### config.mk
export PLATFORM = sky130hd
export DESIGN_NAME = riscv_lsu_flat
export DESIGN_NICKNAME = d
export VERILOG_FILES = /design/src/rtl/riscv_constants.sv /design/src/rtl/riscv_lsu_if.sv /design/src/rtl/riscv_load_align.sv /design/src/rtl/riscv_lsu.sv /design/src/flat_wrapper.sv
export SDC_FILE = /design/constraint.sdc
export NUM_CORES = 1
export LEC_CHECK = 0
export CAP_MARGIN = 20
export CORE_AREA = 2 2 104 106
export DETAILED_ROUTE_END_ITERATION = 10
export DIE_AREA = 0 0 106 108
export DONT_BUFFER_PORTS = 1
export PLACE_DENSITY = 0.78
export SLEW_MARGIN = 20
export SYNTH_ARGS = -nofsm -noshare
export SYNTH_HDL_FRONTEND = slang
export SYNTH_SLANG_ARGS = --single-unit
### constraint.sdc
create_clock -name clk_in -period 3.45 [get_ports clk_in]
set_input_delay 0.345 -clock clk_in [delete_from_list [all_inputs] [get_ports clk_in]]
set_output_delay 0.345 -clock clk_in [all_outputs]
set_load 0.05 [all_outputs]
### src/rtl/riscv_constants.sv
// Shared memory-stage types for the RV32I core: memory op codes, load/store funct3
// encodings and the LSU state type.
package riscv_constants;

  typedef enum logic [1:0] {
    MEM_NONE  = 2'b00,
    MEM_LOAD  = 2'b01,
    MEM_STORE = 2'b10
  } mem_op_t;

  localparam logic [2:0] F3_LB  = 3'b000;
  localparam logic [2:0] F3_LH  = 3'b001;
  localparam logic [2:0] F3_LW  = 3'b010;
  localparam logic [2:0] F3_LBU = 3'b100;
  localparam logic [2:0] F3_LHU = 3'b101;

  typedef enum logic {
    IDLE      = 1'b0,
    LOAD_WAIT = 1'b1
  } lsu_state_t;

  // Illegal widths share the misaligned path so both retire without touching memory.
  function automatic logic access_fault(input mem_op_t op, input logic [2:0] funct3,
                                        input logic [1:0] off);
    logic legal;
    legal = 1'b0;
    case (funct3)
      F3_LB, F3_LBU: legal = 1'b1;
      F3_LH, F3_LHU: legal = (off[0] == 1'b0);
      F3_LW:         legal = (off == 2'b00);
      default:       legal = 1'b0;
    endcase
    if (op == MEM_STORE && funct3[2]) legal = 1'b0;
    return !legal;
  endfunction

endpackage

### src/rtl/riscv_lsu_if.sv
// Memory-side bus between the LSU (master) and its synchronous single-port BRAM (slave).
interface riscv_lsu_if #(
  parameter int ADDR_WIDTH = 14
);
  logic                  mem_en_out;
  logic [3:0]            mem_we_out;
  logic [ADDR_WIDTH-1:0] mem_addr_out;
  logic [31:0]           mem_wdata_out;
  logic [31:0]           mem_rdata_in;

  modport master (
    output mem_en_out, mem_we_out, mem_addr_out, mem_wdata_out,
    input  mem_rdata_in
  );

  modport slave (
    input  mem_en_out, mem_we_out, mem_addr_out, mem_wdata_out,
    output mem_rdata_in
  );
endinterface

### src/rtl/riscv_load_align.sv
// Selects the addressed byte/half of a BRAM word and sign- or zero-extends it per funct3.
module riscv_load_align
  import riscv_constants::*;
(
  input  logic [31:0] rdata,
  input  logic [1:0]  off,
  input  logic [2:0]  funct3,
  output logic [31:0] data
);

  logic [7:0]  byte_sel;
  logic [15:0] half_sel;

  always_comb begin
    byte_sel = rdata[{off, 3'b000} +: 8];
    half_sel = off[1] ? rdata[31:16] : rdata[15:0];
    data     = rdata;
    case (funct3)
      F3_LB:   data = {{24{byte_sel[7]}}, byte_sel};
      F3_LBU:  data = {24'b0, byte_sel};
      F3_LH:   data = {{16{half_sel[15]}}, half_sel};
      F3_LHU:  data = {16'b0, half_sel};
      default: data = rdata;
    endcase
  end

endmodule

### src/rtl/riscv_lsu.sv
// Memory stage: issues BRAM accesses for RV32I loads/stores, passes ALU results through,
// and retires an aligned writeback result; stalls upstream while a load is in flight.
module riscv_lsu
  import riscv_constants::*;
#(
  parameter int ADDR_WIDTH   = 14,
  parameter int READ_LATENCY = 2
) (
  input  logic         clk_in,
  input  logic         rst_in,
  input  logic         valid_in,
  input  mem_op_t      mem_op_in,
  input  logic [2:0]   funct3_in,
  input  logic [31:0]  addr_in,
  input  logic [31:0]  store_data_in,
  input  logic [4:0]   rd_in,
  output logic         busy_out,
  riscv_lsu_if.master  mem,
  output logic         wb_valid_out,
  output logic         wb_we_out,
  output logic [4:0]   wb_rd_out,
  output logic [31:0]  wb_data_out,
  output logic         misaligned_out
);

  lsu_state_t state_q, state_d;
  logic [2:0] cnt_q;
  logic [4:0] ld_rd_q;
  logic [2:0] ld_f3_q;
  logic [1:0] ld_off_q;

  logic        accept, fault, load_go, load_done;
  logic [31:0] load_data;
  logic [3:0]  lane_we;
  logic [31:0] lane_wdata;

  logic                  mem_en_d, mem_en_q;
  logic [3:0]            mem_we_d, mem_we_q;
  logic [ADDR_WIDTH-1:0] mem_addr_d, mem_addr_q;
  logic [31:0]           mem_wdata_d, mem_wdata_q;
  logic                  wb_valid_d, wb_valid_q;
  logic                  wb_we_d, wb_we_q;
  logic [4:0]            wb_rd_d, wb_rd_q;
  logic [31:0]           wb_data_d, wb_data_q;
  logic                  mis_d, mis_q;

  assign accept    = valid_in && (state_q == IDLE);
  assign fault     = access_fault(mem_op_in, funct3_in, addr_in[1:0]);
  assign load_go   = accept && (mem_op_in == MEM_LOAD) && !fault;
  assign load_done = (state_q == LOAD_WAIT) && (cnt_q == 3'd0);
  assign busy_out  = (state_q == LOAD_WAIT);

  riscv_load_align u_align (
    .rdata  (mem.mem_rdata_in),
    .off    (ld_off_q),
    .funct3 (ld_f3_q),
    .data   (load_data)
  );

  always_ff @(posedge clk_in or posedge rst_in) begin
    if (rst_in) state_q <= IDLE;
    else        state_q <= state_d;
  end

  always_comb begin
    state_d = state_q;
    case (state_q)
      IDLE:      if (load_go) state_d = LOAD_WAIT;
      LOAD_WAIT: if (cnt_q == 3'd0) state_d = IDLE;
      default:   state_d = IDLE;
    endcase
  end

  // The counter reaches zero in the cycle the BRAM data is valid, so that cycle samples it.
  always_ff @(posedge clk_in or posedge rst_in) begin
    if (rst_in) begin
      cnt_q    <= 3'd0;
      ld_rd_q  <= 5'd0;
      ld_f3_q  <= 3'd0;
      ld_off_q <= 2'd0;
    end else if (load_go) begin
      cnt_q    <= 3'(READ_LATENCY);
      ld_rd_q  <= rd_in;
      ld_f3_q  <= funct3_in;
      ld_off_q <= addr_in[1:0];
    end else if (state_q == LOAD_WAIT && cnt_q != 3'd0) begin
      cnt_q <= cnt_q - 3'd1;
    end
  end

  always_comb begin
    lane_we    = 4'b1111;
    lane_wdata = store_data_in;
    case (funct3_in[1:0])
      2'b00: begin
        lane_we    = 4'b0001 << addr_in[1:0];
        lane_wdata = {4{store_data_in[7:0]}};
      end
      2'b01: begin
        lane_we    = 4'b0011 << addr_in[1:0];
        lane_wdata = {2{store_data_in[15:0]}};
      end
      default: ;
    endcase
  end

  always_comb begin
    mem_en_d    = 1'b0;
    mem_we_d    = 4'b0000;
    mem_addr_d  = mem_addr_q;
    mem_wdata_d = mem_wdata_q;
    wb_valid_d  = 1'b0;
    wb_we_d     = 1'b0;
    wb_rd_d     = wb_rd_q;
    wb_data_d   = wb_data_q;
    mis_d       = 1'b0;
    if (load_done) begin
      wb_valid_d = 1'b1;
      wb_we_d    = (ld_rd_q != 5'd0);
      wb_rd_d    = ld_rd_q;
      wb_data_d  = load_data;
    end else if (accept) begin
      if (mem_op_in == MEM_LOAD || mem_op_in == MEM_STORE) begin
        if (fault) begin
          wb_valid_d = 1'b1;
          wb_rd_d    = rd_in;
          wb_data_d  = 32'd0;
          mis_d      = 1'b1;
        end else if (mem_op_in == MEM_STORE) begin
          mem_en_d    = 1'b1;
          mem_we_d    = lane_we;
          mem_addr_d  = addr_in[ADDR_WIDTH+1:2];
          mem_wdata_d = lane_wdata;
          wb_valid_d  = 1'b1;
          wb_rd_d     = rd_in;
          wb_data_d   = 32'd0;
        end else begin
          mem_en_d   = 1'b1;
          mem_addr_d = addr_in[ADDR_WIDTH+1:2];
        end
      end else begin
        wb_valid_d = 1'b1;
        wb_we_d    = (rd_in != 5'd0);
        wb_rd_d    = rd_in;
        wb_data_d  = addr_in;
      end
    end
  end

  always_ff @(posedge clk_in or posedge rst_in) begin
    if (rst_in) begin
      mem_en_q    <= 1'b0;
      mem_we_q    <= 4'b0000;
      mem_addr_q  <= '0;
      mem_wdata_q <= 32'd0;
      wb_valid_q  <= 1'b0;
      wb_we_q     <= 1'b0;
      wb_rd_q     <= 5'd0;
      wb_data_q   <= 32'd0;
      mis_q       <= 1'b0;
    end else begin
      mem_en_q    <= mem_en_d;
      mem_we_q    <= mem_we_d;
      mem_addr_q  <= mem_addr_d;
      mem_wdata_q <= mem_wdata_d;
      wb_valid_q  <= wb_valid_d;
      wb_we_q     <= wb_we_d;
      wb_rd_q     <= wb_rd_d;
      wb_data_q   <= wb_data_d;
      mis_q       <= mis_d;
    end
  end

  assign mem.mem_en_out    = mem_en_q;
  assign mem.mem_we_out    = mem_we_q;
  assign mem.mem_addr_out  = mem_addr_q;
  assign mem.mem_wdata_out = mem_wdata_q;
  assign wb_valid_out      = wb_valid_q;
  assign wb_we_out         = wb_we_q;
  assign wb_rd_out         = wb_rd_q;
  assign wb_data_out       = wb_data_q;
  assign misaligned_out    = mis_q;

endmodule

### src/flat_wrapper.sv
// flat-port wrapper written by rule: the top's interface ports become plain ports
module riscv_lsu_flat import riscv_constants::*;
#(
  parameter int ADDR_WIDTH   = 14,
  parameter int READ_LATENCY = 2
)
  (clk_in, rst_in, valid_in, mem_op_in, funct3_in, addr_in, store_data_in, rd_in, busy_out, wb_valid_out, wb_we_out, wb_rd_out, wb_data_out, misaligned_out, mem_mem_en_out, mem_mem_we_out, mem_mem_addr_out, mem_mem_wdata_out, mem_mem_rdata_in);
  riscv_lsu_if #(.ADDR_WIDTH(ADDR_WIDTH)) mem_i ();
  input  logic clk_in;
  input  logic rst_in;
  input  logic valid_in;
  input  mem_op_t mem_op_in;
  input  logic [2:0] funct3_in;
  input  logic [31:0] addr_in;
  input  logic [31:0] store_data_in;
  input  logic [4:0] rd_in;
  output logic busy_out;
  output logic wb_valid_out;
  output logic wb_we_out;
  output logic [4:0] wb_rd_out;
  output logic [31:0] wb_data_out;
  output logic misaligned_out;
  output wire logic [$bits(mem_i.mem_en_out)-1:0] mem_mem_en_out;
  output wire logic [$bits(mem_i.mem_we_out)-1:0] mem_mem_we_out;
  output wire logic [$bits(mem_i.mem_addr_out)-1:0] mem_mem_addr_out;
  output wire logic [$bits(mem_i.mem_wdata_out)-1:0] mem_mem_wdata_out;
  input wire logic [$bits(mem_i.mem_rdata_in)-1:0] mem_mem_rdata_in;
  assign mem_mem_en_out = mem_i.mem_en_out;
  assign mem_mem_we_out = mem_i.mem_we_out;
  assign mem_mem_addr_out = mem_i.mem_addr_out;
  assign mem_mem_wdata_out = mem_i.mem_wdata_out;
  assign mem_i.mem_rdata_in = mem_mem_rdata_in;
  riscv_lsu #(.ADDR_WIDTH(ADDR_WIDTH), .READ_LATENCY(READ_LATENCY)) u_core (.clk_in(clk_in), .rst_in(rst_in), .valid_in(valid_in), .mem_op_in(mem_op_in), .funct3_in(funct3_in), .addr_in(addr_in), .store_data_in(store_data_in), .rd_in(rd_in), .busy_out(busy_out), .mem(mem_i), .wb_valid_out(wb_valid_out), .wb_we_out(wb_we_out), .wb_rd_out(wb_rd_out), .wb_data_out(wb_data_out), .misaligned_out(misaligned_out));
endmodule
# Yosys cells after proc, flatten, opt, wreduce, memory -nomap -nowiden
# Cells that the tools add are included.
# word_totals
input_bits	109
output_inout_bits	92
register_bits	105
# op_classes
bitwise_logic	3
eq_ne	11
reduce_logical	22
n_addsub	1
shifts	3
muxes	42
# op_table
cell	count
$mux 32	5
$pmux 32 s4	1
$pmux 32 s2	1
$shiftx 32x6->8	1
$mux 5	5
$mux 4	5
$mux 1	19
$mux 16	1
$eq 3x3->1 const B	4
$reduce_bool 5->1	2
$logic_not 3->1	3
$pmux 4 s2	1
$eq 3x1->1 const B	2
$logic_and 1x1->1	6
$mux 3	2
$reduce_and 5->1	1
$eq 2x1->1 const B	2
$logic_not 2->1	2
$ne 4x3->1 const B	1
$reduce_and 4->1	1
$reduce_bool 2->1	2
$reduce_or 2->1	2
$shl 1x2->4 const A	1
$shl 2x2->4 const A	1
9 further kinds	11

# Longest topological paths before layout
# logic_depth
ltp_word	8
ltp_mapped	9
depth_no_buf	7

# Hierarchy
# From an unflattened synthesis, not the netlist that was laid out.
# hier_totals
hier_cells	543
hier_area_um2	5748.0
# modules_own_cells
mod	cells_per_inst	seq_area_each_um2	area_per_inst_um2	instances
riscv_lsu	447	2627.5	4902.2	1
riscv_load_align	96	0.0	845.8	1

# Least setup slack after synthesis
# OpenSTA, ideal clock, no wires.
# synth_path
path_kind	input to register
start	input port funct3_in[0]
end	register u_core.ld_rd_q[0]
slack_ns	1.372
t_required_ns	3.325
path_buffers	3
arrival_ns	1.953
cell_stages	7
setup_time_ns	0.125
cell_sequence	buf_2 or4_4 nand2_1 and3_1 clkbuf_1 buf_4 mux2_2
# synth_via
elab_chain_cells	5
elab_cells_between_ends	10
cone_classes	4 x eq/ne; 2 x mux; 4 x reduce/logical
# synth_lines
element	line_no	rtl
start: declaration	flat_wrapper.sv:13	input logic [2:0] funct3_in;
$eq 3x1->1, or another cell as far along	riscv_constants.sv:27	case (funct3)
$reduce_or 2->1	riscv_constants.sv:27	
$pmux 1 s3 *	riscv_constants.sv:27	
$mux 1 *	riscv_constants.sv:33	if (op == MEM_STORE && funct3[2]) legal = 1'b0;
$logic_and 1x1->1 *	riscv_lsu.sv:49	assign load_go = accept && (mem_op_in == MEM_LOAD) && !fault;
end signal: assignment	riscv_lsu.sv:83	ld_rd_q <= rd_in;
end: declaration	riscv_lsu.sv:28	logic [4:0] ld_rd_q;
# Mark *: on every way between the ends. The rest lies on a longest branch, timed or not.
# A chain may end at the register's enable or synchronous reset.

# Worst setup path after layout
# layout_path
start	register u_core.cnt_q[0]
end	register u_core.wb_rd_q[2] (netlist: u_core.wb_rd_out[2])
# layout_via
elab_chain_cells	4
elab_cells_between_ends	6
cone_classes	1 x eq/ne; 1 x mux; 4 x reduce/logical
# layout_lines
element	line_no	rtl
start: declaration	riscv_lsu.sv:27	logic [2:0] cnt_q;
start signal: assignment	riscv_lsu.sv:82	cnt_q <= 3'(READ_LATENCY);
start signal: assignment	riscv_lsu.sv:87	cnt_q <= cnt_q - 3'd1;
$logic_not 3->1 *	riscv_lsu.sv:50	assign load_done = (state_q == LOAD_WAIT) && (cnt_q == 3'd0);
$logic_and 1x1->1 *	riscv_lsu.sv:50	
$ne 4x3->1 (no line) or $reduce_bool 2->1 (tied branches)	--	
$reduce_and 2->1 (no line)	--	
end signal: assignment	riscv_lsu.sv:168	wb_rd_q <= wb_rd_d;
end: declaration	riscv_lsu.sv:43	logic [4:0] wb_rd_d, wb_rd_q;
# Marked as above.

==> run metrics <==
status complete, but fails checks; failing checks hold timing; first-pass GRT wire length 21500 um; share of cells above drive strength 1 13.4%; #FFs+latches synth between 100 and 150; FF-to-FF path depth 8; IR drop worst, VDD roughly 0.0005 V; final setup TNS 0 ns; CP delay by family, top compound AO/OA/AOI/OAI gates; Req. time, crit path 3.68 ns; Final Total Pwr 5.85 mW; Routed WL 13900 um; initial DRC count 191; RR Startpoint u_core.cnt_q[0]$_DFFE_PP0P_; grt ovf 0; Crit path buffers/inverters 2; Setup crit end kind flop; CTS buffer count 9; Startpoint Class flop; synth-to-layout area growth 4.94%; worst reg-to-reg setup slack around 0.84 ns; Async SR Flop Fraction 100%; full die area 11400 um2; Max-Cap Viols 0; Slowest-stage cell, CP o21a_1; leakage power 2.59 nW; Power Density 1030 nW/um2; vias in the first global route 4106; Yosys warning total 0; pin count of the biggest net entering global routing 94; Mapped Area 5420 um2; most frequent cells after synthesis dfrtp_1 (105), nand2_1 (58), mux2i_1 (47); initial core utilization between 50 and 60%; Cells after Synth roughly 530; Final min period 2.61 ns; initial antenna violation count 0; Clock Path Buffers 2; Post-DP HPWL 10300 um; Crit Path Category flop to flop; worst slew pin tran 0.952 ns; register area share after synthesis between 40% and 50%; via count 4025; RSZ-0062 raised after global routing false; most numerous cell in the Yosys netlist dfrtp_1; drt first pass iters 4; period utilisation layout 75.6%; synthesized area per cell roughly 10 um2; CTS tree done; PortBufs 0; row cnt 37; Fillers 885; count of flip-flops with a built-in enable after synthesis 0; Setup Fix Bufs, Post-CTS 0; # IOs 201; total global-route track usage between 20 and 25%; core area 10200 um2; clock root cell clkbuf_8; top cells by area, synth dfrtp_1 (48%), mux2i_1 (8.7%), mux2_2 (4.8%); Max Slew Vio Count 0; drc violations 0; most common flop cell mapped by yosys dfrtp_1; Final Hold Viols 4; clock sinks 105; Yosys cell types 47; Fin Clk Skew 0.0169 ns; FMAX 384 MHz; WP data arrival 2.84 ns; cell accounting for the most synthesized area dfrtp_1; Die Y 108 um; # diodes 0; Net count, final 618; worst reg2reg endpoint u_core.wb_rd_out[2]$_DFFE_PP0P_; Yosys top cell area share 48.4%; syn_nets 643; Final setup viols 0; ordered list of cells on the worst path inv_1 > ha_1 > ha_1 > nand2_1 > o21a_1 > and2_1 > buf_4 > o21ai_0; wire length per cell roughly 22 um; ANT nets after route 0; crit path max fanout 32; Vias/cell 6.24; Post-CTS Resized 0; min-delay worst type input pin to async pin; Slew HR 36.3%; clock latency on the worst-skew pair 0.36 ns; hold_ws -0.00461 ns; die width 106 um; Hold-fix buffers, CTS 0; RD Place Congestion 0.949; crit-path max cell delay 0.49 ns; critical path's most frequent cell ha_1; CTS clk-pin slew, worst paths 0.11 ns; CTS H-tree lvls 3
-- placed cells by master, fill, tap and decap left out, drive strengths merged, types with 2 or more instances in the layout --
| master | n |
|---|---|
| nand2b | 12 |
| nand3 | 15 |
| nor4 | 2 |
| dfrtp | 105 |
| or2 | 2 |
| nand3b | 3 |
| inv | 15 |
| buf | 6 |
| clkbuf | 11 |
| o2bb2ai | 16 |
| a21boi | 2 |
| o22ai | 2 |
| o221a | 7 |
| o21ai | 43 |
| nand2 | 58 |
| a211oi | 18 |
| nor2b | 9 |
| and2 | 2 |
| a21oi | 45 |
| a221o | 7 |
| a211o | 8 |
| nor2 | 17 |
| mux2i | 47 |
| ha | 5 |
| or4 | 3 |
| mux2 | 31 |
-- stage by stage --
stage,area [um2],setup WS [ns],hold WS (ns),util [%],std cells
finish,5690,0.843,-0.00461,55.6,645
global route,5690,0.597,0.0394,55.6,645
CTS,5690,0.869,0.103,55.6,645
detailed placement,5480,0.906,0.480,53.6,629
global placement,5480,1.02,0.469,53.6,629
floorplan,5420,0.344,0.459,-,529
-- state kept, by name, summed over array words and instances, names as in the netlist, 2 cells and up --
register	count
u_core.mem.mem_wdata_out	32
u_core.cnt_q	3
u_core.ld_off_q	2
u_core.ld_rd_q	5
u_core.mem.mem_addr_out	14
u_core.mem.mem_we_out	4
u_core.wb_data_out	32
u_core.wb_rd_out	5
u_core.ld_f3_q	3
-- final cells by class --
| cell class | count | area, um2 | share of cell area [%] |
|---|---|---|---|
| sequential | 105 | 2630 | 46.2 |
| multi-input combinational | 370 | 2590 | 45.5 |
| tap | 136 | 170 | 2.99 |
| clock buffer | 11 | 141 | 2.48 |
| clock inverter | 5 | 67.6 | 1.19 |
| inverter | 12 | 50.0 | 0.879 |
| timing repair buffer | 6 | 45.0 | 0.791 |
-- routing by layer --
layer | up-vias | track usage, % | wire length (um)
li1 | 1869 | - | -
met1 | 1936 | 28.1 | 5320
met2 | 207 | 41.6 | 6890
met3 | 13 | 9.76 | 1510
met4 | 0 | 6.39 | 170
met5 | - | 0 | 0
-- cells by family after synthesis --
logic type,after synthesis,share of synthesized area (%)
AOI/OAI and AO/OA,159,19.4
xor gates and xnor gates,1,0.162
adders and majority gates,5,1.15
buffers and inverters,54,4.08
DFF,105,48.4
muxes,78,15.7
and+or+nand+nor,127,11.1
-- how the worst max path moves through the flow --
stage                                startpoint                                end  depth (start not counted)  slack, ns
finish              u_core.cnt_q[0]$_DFFE_PP0P_    u_core.wb_rd_out[2]$_DFFE_PP0P_                          8       0.84
global route        u_core.cnt_q[0]$_DFFE_PP0P_    u_core.wb_rd_out[2]$_DFFE_PP0P_                          8       0.60
CTS                 u_core.cnt_q[0]$_DFFE_PP0P_    u_core.wb_rd_out[2]$_DFFE_PP0P_                          8       0.87
detailed placement  u_core.cnt_q[0]$_DFFE_PP0P_    u_core.wb_rd_out[2]$_DFFE_PP0P_                          8       0.91
global placement      u_core.busy_out$_DFF_PP0_  u_core.wb_data_out[3]$_DFFE_PP0P_                          5       1.02
floorplan                                rst_in          u_core.busy_out$_DFF_PP0_                          1       0.34
-- power by group --
group          switching [mW]  leakage [nW]  total (mW)  internal [mW]
logic                   0.636          1.15        1.24          0.608
registers                2.09          1.34        3.80           1.71
clock network           0.439         0.106       0.807          0.368
(Power assumes the default switching activity.)
